===== src/rtl/ysyx_25060166_ifu.sv =====
// Instruction fetch unit: owns the fetch PC, issues one word request at a time and buffers results in a 2-entry FIFO.
// Optional feature: define YSYX_25060166_IFU_MISALIGN_CHK_EN to trap misaligned redirects into a sticky fetch_fault.
module ysyx_25060166_ifu #(
   parameter int unsigned      WIDTH    = 32,
   parameter logic [WIDTH-1:0] RESET_PC = 32'h8000_0000
) (
   input  logic             clk,
   input  logic             rst,
   output logic             mem_req_valid,
   output logic [WIDTH-1:0] mem_req_addr,
   input  logic             mem_req_ready,
   input  logic             mem_rsp_valid,
   input  logic [WIDTH-1:0] mem_rsp_data,
   input  logic             redirect_valid,
   input  logic [WIDTH-1:0] redirect_pc,
   output logic             inst_valid,
   output logic [WIDTH-1:0] inst_data,
   output logic [WIDTH-1:0] inst_pc,
   input  logic             inst_ready,
   output logic             fetch_fault
);

   typedef enum logic [1:0] {S_IDLE, S_REQ, S_WAIT, S_DROP} state_t;

   state_t           r_state;
   logic [WIDTH-1:0] r_fetch_pc;
   logic [WIDTH-1:0] r_req_pc;
   logic [WIDTH-1:0] r_fifo_pc   [2];
   logic [WIDTH-1:0] r_fifo_inst [2];
   logic             r_head;
   logic [1:0]       r_count;
   logic             r_fault;

   logic             w_pop;
   logic             w_push;
   logic             w_accept;
   logic             w_rsp_pending;
   logic             w_redir_fault;
   logic             w_wr_idx;
   logic [1:0]       w_count_nxt;
   logic [WIDTH-1:0] w_redir_pc;

`ifdef YSYX_25060166_IFU_MISALIGN_CHK_EN
   assign w_redir_fault = redirect_valid && (redirect_pc[1:0] != 2'b00);
   assign w_redir_pc    = redirect_pc;
`else
   assign w_redir_fault = 1'b0;
   assign w_redir_pc    = redirect_pc & ~(WIDTH'(3));
`endif

   assign w_pop       = (r_count != 2'd0) && inst_ready;
   assign w_push      = (r_state == S_WAIT) && mem_rsp_valid && !redirect_valid;
   assign w_accept    = (r_state == S_REQ) && mem_req_ready;
   assign w_count_nxt = r_count + {1'b0, w_push} - {1'b0, w_pop};
   assign w_wr_idx    = r_head ^ r_count[0];
   // A request is still in flight after this cycle if it is accepted now or its response has not yet arrived.
   assign w_rsp_pending = w_accept ||
                          (((r_state == S_WAIT) || (r_state == S_DROP)) && !mem_rsp_valid);

   assign mem_req_valid = (r_state == S_REQ) && rst;
   assign mem_req_addr  = r_fetch_pc;
   assign inst_valid    = (r_count != 2'd0);
   assign inst_data     = r_fifo_inst[r_head];
   assign inst_pc       = r_fifo_pc[r_head];
   assign fetch_fault   = r_fault;

   always_ff @(posedge clk or negedge rst) begin
      if (!rst) begin
         r_state        <= S_REQ;
         r_fetch_pc     <= RESET_PC;
         r_req_pc       <= '0;
         r_fifo_pc[0]   <= '0;
         r_fifo_pc[1]   <= '0;
         r_fifo_inst[0] <= '0;
         r_fifo_inst[1] <= '0;
         r_head         <= 1'b0;
         r_count        <= 2'd0;
         r_fault        <= 1'b0;
      end else if (redirect_valid && !r_fault) begin
         r_count <= 2'd0;
         if (w_redir_fault) begin
            r_fault <= 1'b1;
            r_state <= S_IDLE;
         end else begin
            r_fetch_pc <= w_redir_pc;
            r_state    <= w_rsp_pending ? S_DROP : S_REQ;
         end
      end else begin
         r_count <= w_count_nxt;
         if (w_pop) begin
            r_head <= ~r_head;
         end
         if (w_push) begin
            r_fifo_pc[w_wr_idx]   <= r_req_pc;
            r_fifo_inst[w_wr_idx] <= mem_rsp_data;
         end
         // Only enter REQ when a FIFO slot is guaranteed for the response.
         case (r_state)
            S_IDLE: if (!r_fault && (w_count_nxt <= 2'd1)) r_state <= S_REQ;
            S_REQ: begin
               if (mem_req_ready) begin
                  r_req_pc   <= r_fetch_pc;
                  r_fetch_pc <= r_fetch_pc + WIDTH'(4);
                  r_state    <= S_WAIT;
               end
            end
            S_WAIT: if (mem_rsp_valid) r_state <= (w_count_nxt <= 2'd1) ? S_REQ : S_IDLE;
            S_DROP: if (mem_rsp_valid) r_state <= S_REQ;
            default: r_state <= S_IDLE;
         endcase
      end
   end

endmodule


===== config.mk =====
export PLATFORM = sky130hd
export DESIGN_NAME = ysyx_25060166_ifu
export DESIGN_NICKNAME = d
export VERILOG_FILES = /design/src/rtl/ysyx_25060166_ifu.sv
export SDC_FILE = /design/constraint.sdc
export NUM_CORES = 1
export LEC_CHECK = 0
export ABC_AREA = 1
export CAP_MARGIN = 0
export CORE_MARGIN = 5
export CORE_UTILIZATION = 48
export DETAILED_ROUTE_END_ITERATION = 10
export PLACE_DENSITY = 0.84
export SYNTH_ARGS = -nofsm -noshare
export SYNTH_HDL_FRONTEND = slang
export SYNTH_SLANG_ARGS = --single-unit

===== constraint.sdc =====
create_clock -name clk -period 1.6 [get_ports clk]
set_input_delay 0.48 -clock clk [delete_from_list [all_inputs] [get_ports clk]]
set_output_delay 0.48 -clock clk [all_outputs]
set_load 0.005 [all_outputs]

==> reports/metrics.cfg, run 1 <==
[run_status]
status=finished with violations
violations=setup timing

[logic_synthesis]
synthArstFlopShare_pct=100
synth-seq-cells=189
yosysMostFrequentCell=nand2_1
syn_avg_cell_area_sq_um=7.70
yosysSeqAreaShare_pct=52.5
netlist_area_sq_um=9020
synth_ff_type=dfrtp_1
synth_area_leaders=dfrtp_1 52%, nand2_1 20%, o21ai_0 5.5%, inv_1 4.6%, o21ai_1 3.3%
synth-edff-count=0
synth_top_area_share_pct=51.9
yosysTopAreaCell=dfrtp_1
synth_cell_type_count=36
ys_warn_count=0
synthCells=1172
synthTopCellsByCount=479 x nand2_1, 187 x dfrtp_1, 111 x inv_1

[sta]
whs_ns=0.285
finalHoldViolations=0
worstMarginPinSlew_ns=0.736
postLayoutSetupSlackWorst_ns=-0.534
setup_violations=252
fin_crit_ns=2.13
tns_ns=-74.80
skew_ns=0.00629
period_share_pct=133
rsz0062_at_grt=true
finalMaxSlewViolations=0
fmax_mhz=469
slew_headroom_pct=51.0

[power]
leakage_nw=7.44
p_total_mw=25.6
ir_drop_mv=1.20
power_density_nw_per_um2=1720

[setup_path]
cp_slowest_cell=dfrtp_2
worstPathMaxFanout=6
critPathLaunchType=register
worstSetupEndpointType=primary output
r2r-end=r_fifo_pc[60]$_DFFE_PN0P_
r2r_cells=10
path_cells=clkinv_4 > buf_6 > buf_16 > buf_8 > nand2_2 > nand2_1 > buf_2
cp_top_family=buffers and inverters
cp.arrival_ns=1.65
path_buf_inv=5
path_class=register to primary output
worst-endpoint-required_ns=1.12
r2r_slack_ns=-0.41
max_stage_delay_ns=0.44
crit-reg2reg-launch=r_head$_DFFE_PN0P_

[routing]
dr.pass1.iters=5
drt_iter0_markers=1008
wl_per_cell_microns=21.1
via_per_inst=5.78
ant_nets=0
wl_mm=36.5
vias=9974
drc=0

[grt]
grt_overflow=0
grtUsageTotal_pct=31.2
grt_max_degree=140
grt_pass1_vias=9947
antenna_found_initial=0
grt_pass1_wl_mm=53.4

[die]
die-area_sq_um=21600
core_sq_um=18600
rows=50
die_x_microns=147
pin_count=169
start_util_pct=48.5
die_h_microns=147

[place]
dp.cells=1579
portBuffers=161
hpwl_mm=16.8
pre_cts_slack_ns=-0.709
gp_congestion=0.927
placed_area_sq_um=11300

[flow_run]
cap_violations=0

[clock_tree]
cts_tree=yes
clockBufferDepth=2
clkTransAtPathRegs_ns=0.07
clk_root_buffer_cell=clkbuf_16
htree_num_levels=4
cts_buffers=17
clkSinkCount=189
clock_latency_ns=0.44

[layout]
fin_cells=1726
drive_gt1_share_pct=40.2
finalNetCount=1553
syn_to_final_growth_pct=65.0
final_core_util_pct=80.1
design_area_sq_um=14900
diodes=0

[min_path]
hp-class=input port to asynchronous set/reset pin

worst register-to-register path: stages, from the launching register on:
cell and delay [ns]:
dfrtp_2 0.46, buf_6 0.17, buf_12 0.14, xnor2_4 0.19, nand4_1 0.12, buf_6 0.18, buf_12 0.12, buf_16 0.15
buf_12 0.14, buf_16 0.13, o21ai_2 0.13
cells by family (layout without fill, tap and decap cells):
family	count (synthesis)	count (layout)	synth area share, %
and+or+nand+nor	610	611	26.7
DFF	189	189	52.5
AOI/OAI and AO/OA	186	186	10.8
buffers and inverters	177	492	8.96
xor gates and xnor gates	6	6	0.666
adders and majority gates	3	3	0.416
other	1	5	0.0416
routing by layer:
layer / routed length, microns / vias up / track usage, %
met5: 0 / - / 0
met3: 3220 / 168 / 5.77
met1: 13400 / 4847 / 39.1
li1: - / 4305 / -
met4: 2060 / 0 / 15.0
met2: 17800 / 654 / 52.5
state kept, by name (all words and copies together), names as in the netlist:
register	count
mem_req_addr	30
r_req_pc	30
r_count	2
r_fifo_pc	60
r_fifo_inst	64
r_state	2
r_head	1
worst max path at each step:
stage	from	end	slack (ns)	cells after the start
after floorplan	redirect_valid	r_state[0]$_DFFE_PN1P_	-0.18	13
after global placement	redirect_valid	r_state[0]$_DFFE_PN1P_	-0.66	13
after detailed placement	redirect_valid	r_state[0]$_DFFE_PN1P_	-0.71	13
after CTS	r_head$_DFFE_PN0P_	inst_data[6]	-0.50	7
after global routing	r_head$_DFFE_PN0P_	inst_data[5]	-0.58	7
final	r_head$_DFFE_PN0P_	inst_data[5]	-0.53	7
cell usage in the layout (no fill, tap or decap), types with 5 or more instances in the layout:
master,Yosys,final
nand3_1,45,37
buf_8,0,18
buf_6,12,52
buf_2,10,52
nor2_1,65,50
inv_1,111,107
dfrtp_2,0,16
o21ai_1,59,99
buf_16,0,29
nand2_2,1,133
nand2_4,0,55
nand3_2,1,7
conb_1,1,5
clkdlybuf4s50_1,0,65
bufbuf_16,0,5
dfrtp_1,187,171
buf_4,11,70
nor2_2,1,5
dlygate4sd2_1,0,9
a21oi_2,0,7
clkbuf_16,0,19
clkdlybuf4s15_1,0,19
nand2_1,479,289
nand4_1,10,10
buf_12,0,25
o21ai_2,2,54
o21ai_0,99,6
nor2_4,1,12
area by class of cell:
class / count / area, sq um
Fill cell: 976 / 3700
Multi-Input combinational cell: 811 / 4770
Clock inverter: 11 / 88.8
Clock buffer: 20 / 437
Inverter: 115 / 464
Sequential cell: 189 / 4750
Timing Repair Buffer: 346 / 4070
Tap cell: 234 / 293
where the power goes:
| group | switching (mW) | internal, mW | leakage (nW) |
|---|---|---|---|
| combinational | 6.61 | 6.36 | 4.79 |
| sequential | 1.85 | 6.77 | 2.40 |
| clock | 1.99 | 2.01 | 0.253 |
repair_timing:
action | 4_1_cts | 5_1_grt
gates resized for setup | 739 | 194
hold buffers | 0 | 0
gates cloned | 37 | 3
setup buffers | 72 | 15
pin swaps | 70 | 74
setup endpoints to repair | 273 | 259
(Power assumes the default switching activity.)
==> inputs of run 2 (changes only) <==
- MAX_ROUTING_LAYER: default -> met4
==> reports/metrics.cfg, run 2 (synthesized netlist as in run 1, its figures left out) <==
[run_status]
status=finished with violations
violations=setup timing

[place]
gp_congestion=0.947  ; +2.1%
hpwl_mm=16.8  ; -0.38%
portBuffers=161  ; unchanged

[layout]
finalNetCount=1565  ; +0.77%
syn_to_final_growth_pct=72.0
top_regs=r_fifo_inst (64), r_fifo_pc (60)
drive_gt1_share_pct=46.2  ; +6.0 points
top_register=r_fifo_inst
most-common-layout-cells=265 x nand2_1, 174 x dfrtp_1, 124 x nand2_2
diodes=0  ; unchanged
nFillCells=874  ; -10%
layout_commonest_cell=nand2_1
largest_reg_flops=64  ; unchanged

[power]
power_frac_comb_pct=51.5  ; +0.8 points
ir_drop_mv=1.03  ; -15%
p_total_mw=27.7  ; +8.2%
sw_frac_of_total_pct=41.3  ; +0.49 points
p_int_mw=16.2  ; +7.3%
power.switching_mw=11.4  ; +9.5%
power_density_nw_per_um2=1780  ; +3.8%
p_clk_share_pct=16.2  ; +0.6 points
power_frac_seq_pct=32.3  ; -1.4 points
leakage_nw=7.55  ; +1.5%

[grt]
grt_max_degree=141  ; +0.71%
grt_pass1_vias=9384  ; -5.7%
grt_pass1_wl_mm=49.4  ; -7.4%
grt_overflow=0  ; unchanged
antenna_found_initial=0  ; unchanged
grtUsageTotal_pct=29.6  ; -1.6 points

[min_path]
hp-class=input port to asynchronous set/reset pin

[setup_path]
r2r-end=r_fifo_inst[14]$_DFFE_PN0P_
worst-endpoint-required_ns=1.12  ; about the same
crit-reg2reg-launch=r_head$_DFFE_PN0P_
r2r_slack_ns=-0.54  ; -0.13 ns
worstPathMaxFanout=5  ; -1
cp_top_family=buffers and inverters
cp_slowest_cell=dfrtp_2
path_class=register to primary output
cp.arrival_ns=1.72  ; +0.07 ns
path_buf_inv=6  ; +1
r2r_cells=9  ; -1
max_stage_delay_ns=0.45  ; about the same
startpoint=r_head$_DFFE_PN0P_
path_cells=inv_6 > buf_12 > buf_12 > buf_16 > buf_8 > nand2_1 > nand2_1 > buf_2
worstSetupEndpointType=primary output
critPathLaunchType=register

[die]
die-area_sq_um=21600  ; unchanged
start_util_pct=48.5  ; unchanged
die_x_microns=147  ; unchanged
die_h_microns=147  ; unchanged
core_sq_um=18600  ; unchanged
rows=50  ; unchanged
pin_count=169  ; unchanged

[clock_tree]
clock_latency_ns=0.46  ; +0.02 ns
clkSinkCount=189  ; unchanged
hold_buffers=0  ; unchanged
cts_tree=yes
clockBufferDepth=2  ; unchanged
htree_num_levels=4  ; unchanged
clkTransAtPathRegs_ns=0.08  ; about the same
clk_root_buffer_cell=clkbuf_16
cts_buffers=17  ; unchanged

[routing]
dr.pass1.iters=6  ; +1
drc=0  ; unchanged
vias=10400  ; +4.6%
drt_iter0_markers=1026  ; +1.8%
via_per_inst=6.00  ; +3.8%
wl_per_cell_microns=23.7  ; +12%
wl_mm=41.2  ; +13%
ant_nets=0  ; unchanged

[sta]
rsz0062_at_grt=true
period_share_pct=138  ; +4.2 points
skew_ns=0.0182  ; +0.0119 ns
finalHoldViolations=0  ; unchanged
setup_violations=251  ; -0.40%
worstMarginPinSlew_ns=0.789  ; +0.0532 ns
tns_ns=-95.75  ; -20.95 ns
fin_crit_ns=2.20  ; +0.0671 ns
whs_ns=0.272  ; -0.0133 ns
fmax_mhz=454  ; -3.1%
postLayoutSetupSlackWorst_ns=-0.601  ; -0.0671 ns
finalMaxSlewViolations=0  ; unchanged
slew_headroom_pct=47.4  ; -3.5 points

[flow_run]
cap_violations=0  ; unchanged

run 2: worst max-delay path by stage:
stage                                           end  slack [ns]  cells past startpoint
after floorplan              r_state[0]$_DFFE_PN1P_       -0.18                     13
after global placement     r_req_pc[21]$_DFFE_PN0P_       -0.66                      8
after global routing                    inst_pc[18]       -0.64                      8
after detailed placement  r_fifo_pc[51]$_DFFE_PN0P_       -0.75                      7
after CTS                                inst_pc[4]       -0.56                      8
final                                   inst_pc[18]       -0.60                      8
run 2: layout make-up:
cell class	count	area, sq um	share of cell area (%)
repair inverters	1	8.76	0.0565
repair buffers	356	4200	27.0
clock buffers	18	439	2.83
flip-flops and latches	189	4750	30.6
clock inverters	14	154	0.992
inverters	115	477	3.07
well taps	234	293	1.89
multi-input cells	812	5200	33.5
run 2: worst reg2reg max path: cells and delay by family (launching register included):
family	cells	cell delay, ns
buffers and inverters	6	0.91
flip-flops	1	0.45
AND/OR/NAND/NOR	1	0.37
XOR/XNOR	1	0.12
AO/OA/AOI/OAI	1	0.20
run 2: what timing repair did:
action | in CTS | in global routing
pin swaps | 45 | 63
gates cloned | 26 | 20
gates resized for setup | 617 | 425
setup endpoints to repair | 273 | 254
buffers inserted | 72 | 15
run 2: power by group through the flow:
stage               logic (mW)  clock network [mW]  registers, mW
detailed placement        8.03                   0           8.00
global route              14.9                4.64           9.03
CTS                       10.6                4.35           8.04
global placement          7.80                   0           7.92
finish                    14.3                4.48           8.94
floorplan                 3.93                   0           7.72
run 2: per-stage QoR:
step                      setup WS (ns)  area [sq um]  utilization (%)  cells
after floorplan                  -0.184          9050                -   1176
after global placement           -0.663         11300             60.7   1580
after detailed placement         -0.747         11300             60.7   1580
after CTS                        -0.558         13700             73.6   1710
after global routing             -0.636         15500             83.5   1739
final                            -0.601         15500             83.5   1739
run 2: routing by layer:
metal	track usage (%)	up-vias	wire length, microns
li1	-	4335	-
met1	37.1	4971	14200
met2	48.1	844	19700
met3	5.27	286	4000
met4	12.0	0	3310
met5	-	-	0
==> inputs of run 3 (changes only) <==
- CORE_UTILIZATION: 48 -> 53
- PLACE_DENSITY: 0.84 -> 0.88
- clock period: 1.6 -> 2.5 ns (I/O delays scaled with it)
==> reports/metrics.cfg, run 3 (synthesized netlist as in run 1, its figures left out) <==
[grt]
use_met2_pct=35.7  ; -12 points
use_met3_pct=4.16  ; -1.1 points
antenna_found_initial=0  ; unchanged
grt_overflow=0  ; unchanged
gr-usage-met1_pct=32.7  ; -4.4 points
grt_pass1_wl_mm=37.4  ; -24%
grtUsageTotal_pct=23.7  ; -6.0 points
grt_pass1_vias=7762  ; -17%
top_usage_layer=met2
grt_max_degree=110  ; -22%

[sta]
rsz0062_at_grt=true
worstMarginPinSlew_ns=0.820  ; +0.0310 ns
finalHoldViolations=0  ; unchanged
skew_ns=0.00790  ; -0.0103 ns
tns_ns=-0.441  ; +95.31 ns
fin_crit_ns=2.58
postLayoutSetupSlackWorst_ns=-0.0817  ; +0.519 ns
finalMaxSlewViolations=0  ; unchanged
fmax_mhz=387
setup_violations=7  ; -97%
slew_headroom_pct=45.3  ; -2.1 points
period_share_pct=103

[setup_path]
cp_slowest_cell=clkdlybuf4s50_1
startpoint=r_head$_DFFE_PN0P_
worst-endpoint-required_ns=1.75  ; +0.63 ns
crit-reg2reg-launch=r_state[0]$_DFFE_PN1P_
critPathLaunchType=register
path_cells=clkinv_4 > clkbuf_16 > nand2_1 > nand2_1 > clkdlybuf4s50_1
crit_top_cell=nand2_1
worstSetupEndpointType=primary output
cp_top_family=buffers and inverters
path_class=register to primary output
max_stage_delay_ns=0.52  ; +0.07 ns
worstPathMaxFanout=9  ; +4
path_buf_inv=3  ; -3
cp.arrival_ns=1.83  ; +0.11 ns

[layout]
syn_to_final_growth_pct=29.6
largest_reg_flops=64  ; unchanged
top_register=r_fifo_inst
design_area_sq_um=11700  ; -25%
seq_area_sq_um=4730  ; -0.32%
drive_gt1_share_pct=5.84  ; -40 points
multi_input_area_sq_um=3500  ; -33%
finalNetCount=1395  ; -11%
nFillCells=1286  ; +47%
fin_cells=1555  ; -11%
most-common-layout-cells=479 x nand2_1, 186 x dfrtp_1, 111 x inv_1
diodes=0  ; unchanged
layout_commonest_cell=nand2_1
top_regs=r_fifo_inst (64), r_fifo_pc (60)

[min_path]
hp-class=input port to asynchronous set/reset pin

[power]
sw_frac_of_total_pct=35.1  ; -6.2 points
power_frac_comb_pct=38.3  ; -13 points
power_density_nw_per_um2=1100  ; -39%
p_int_mw=8.32  ; -49%
leakage_nw=6.51  ; -14%
p_clk_share_pct=21.8  ; +5.6 points
ir_drop_mv=0.626  ; -39%
power.switching_mw=4.50  ; -61%
power_frac_seq_pct=39.9  ; +7.6 points

[place]
gp_congestion=0.909  ; -4.0%
dp.cells=1514  ; -4.2%
hpwl_mm=15.3  ; -9.0%
placed_area_sq_um=10800  ; -4.2%
portBuffers=161  ; unchanged
pre_cts_slack_ns=-0.124  ; +0.623 ns

[die]
core_sq_um=16600  ; -10%
die-area_sq_um=19700  ; -8.8%
start_util_pct=54.2  ; +5.7 points
die_x_microns=140  ; -4.5%
pin_count=169  ; unchanged
rows=47  ; -6.0%
die_h_microns=140  ; -4.5%

[flow_run]
cap_violations=0  ; unchanged

[clock_tree]
clock_latency_ns=0.43  ; -0.03 ns
clkSinkCount=189  ; unchanged
cts_tree=yes
cts_buffers=17  ; unchanged
hold_buffers=0  ; unchanged
htree_num_levels=4  ; unchanged
clk_root_buffer_cell=clkbuf_16
clockBufferDepth=2  ; unchanged
clkTransAtPathRegs_ns=0.07  ; about the same

[routing]
via_per_inst=5.26  ; -12%
ant_nets=0  ; unchanged
wl_mm=23.1  ; -44%
dr.pass1.iters=5  ; -1
wl_per_cell_microns=14.9  ; -37%
drc=0  ; unchanged
vias=8185  ; -22%
drt_iter0_markers=579  ; -44%

[run_status]
status=finished with violations
violations=setup timing

[run 3: changes by cell type in the layout (fill, tap and decap cells not counted), moves of 23 or more]
cell             before  now
o21ai_2             108    2
buf_6                41    2
clkdlybuf4s15_1      23    0
clkdlybuf4s50_1      65  104
nand2_2             124    1
o21ai_0               7   99
buf_2                56    0
buf_4                74   15
nand2_1             265  479
nand2_4              90    0
buf_12               35    8
dlymetal6s2s_1        0   55
[run 3: stage by stage]
step                hold WS, ns  utilization, %  power [mW]
floorplan                 0.453               -        7.45
global placement          0.465            64.9        9.72
detailed placement        0.473            64.9        9.92
CTS                       0.271            68.6        12.8
global route              0.276            70.2        13.7
finish                    0.281            70.2        12.8
[run 3: layout make-up]
class                           instances  area share, %
Sequential cell                       189           40.5
Timing Repair Buffer                  189           18.2
Tap cell                              220           2.36
Inverter                              115           3.74
Multi-Input combinational cell        810           30.0
Clock inverter                         14           1.60
Clock buffer                           18           3.67
[run 3: worst paths after layout]
check                                              end  slack [ns]  depth (start not counted)
max                                      inst_data[23]       -0.08                          5
min                        r_fifo_inst[37]$_DFFE_PN0P_        0.28                          2
max reg2reg                     r_state[0]$_DFFE_PN1P_        0.56                         13
min reg2reg                  r_fifo_pc[31]$_DFFE_PN0P_        0.48                          2
max in group asynchronous    r_fifo_pc[57]$_DFFE_PN0P_        1.14                          3
min in group clk             r_fifo_pc[31]$_DFFE_PN0P_        0.48                          2
[run 3: power by group through the flow]
stage	Combinational [mW]	Sequential [mW]	Clock (mW)
6_report	4.91	5.11	2.80
5_1_grt	5.47	5.26	2.99
4_1_cts	4.87	5.08	2.83
3_5_place_dp	4.80	5.12	0
3_3_place_gp	4.66	5.07	0
2_1_floorplan	2.51	4.94	0
[run 3: per-layer routing]
metal	share of wire, %	wire (microns)
met5	0	0
met4	2.5	569
met3	7.5	1740
met2	46	10700
met1	44	10200
[run 3: what timing repair did]
item / 4_1_cts / 5_1_grt
gates resized for setup: 2 / 60
buffers inserted: 1 / 5
setup endpoints to repair: 63 / 62
cloned: 0 / 3
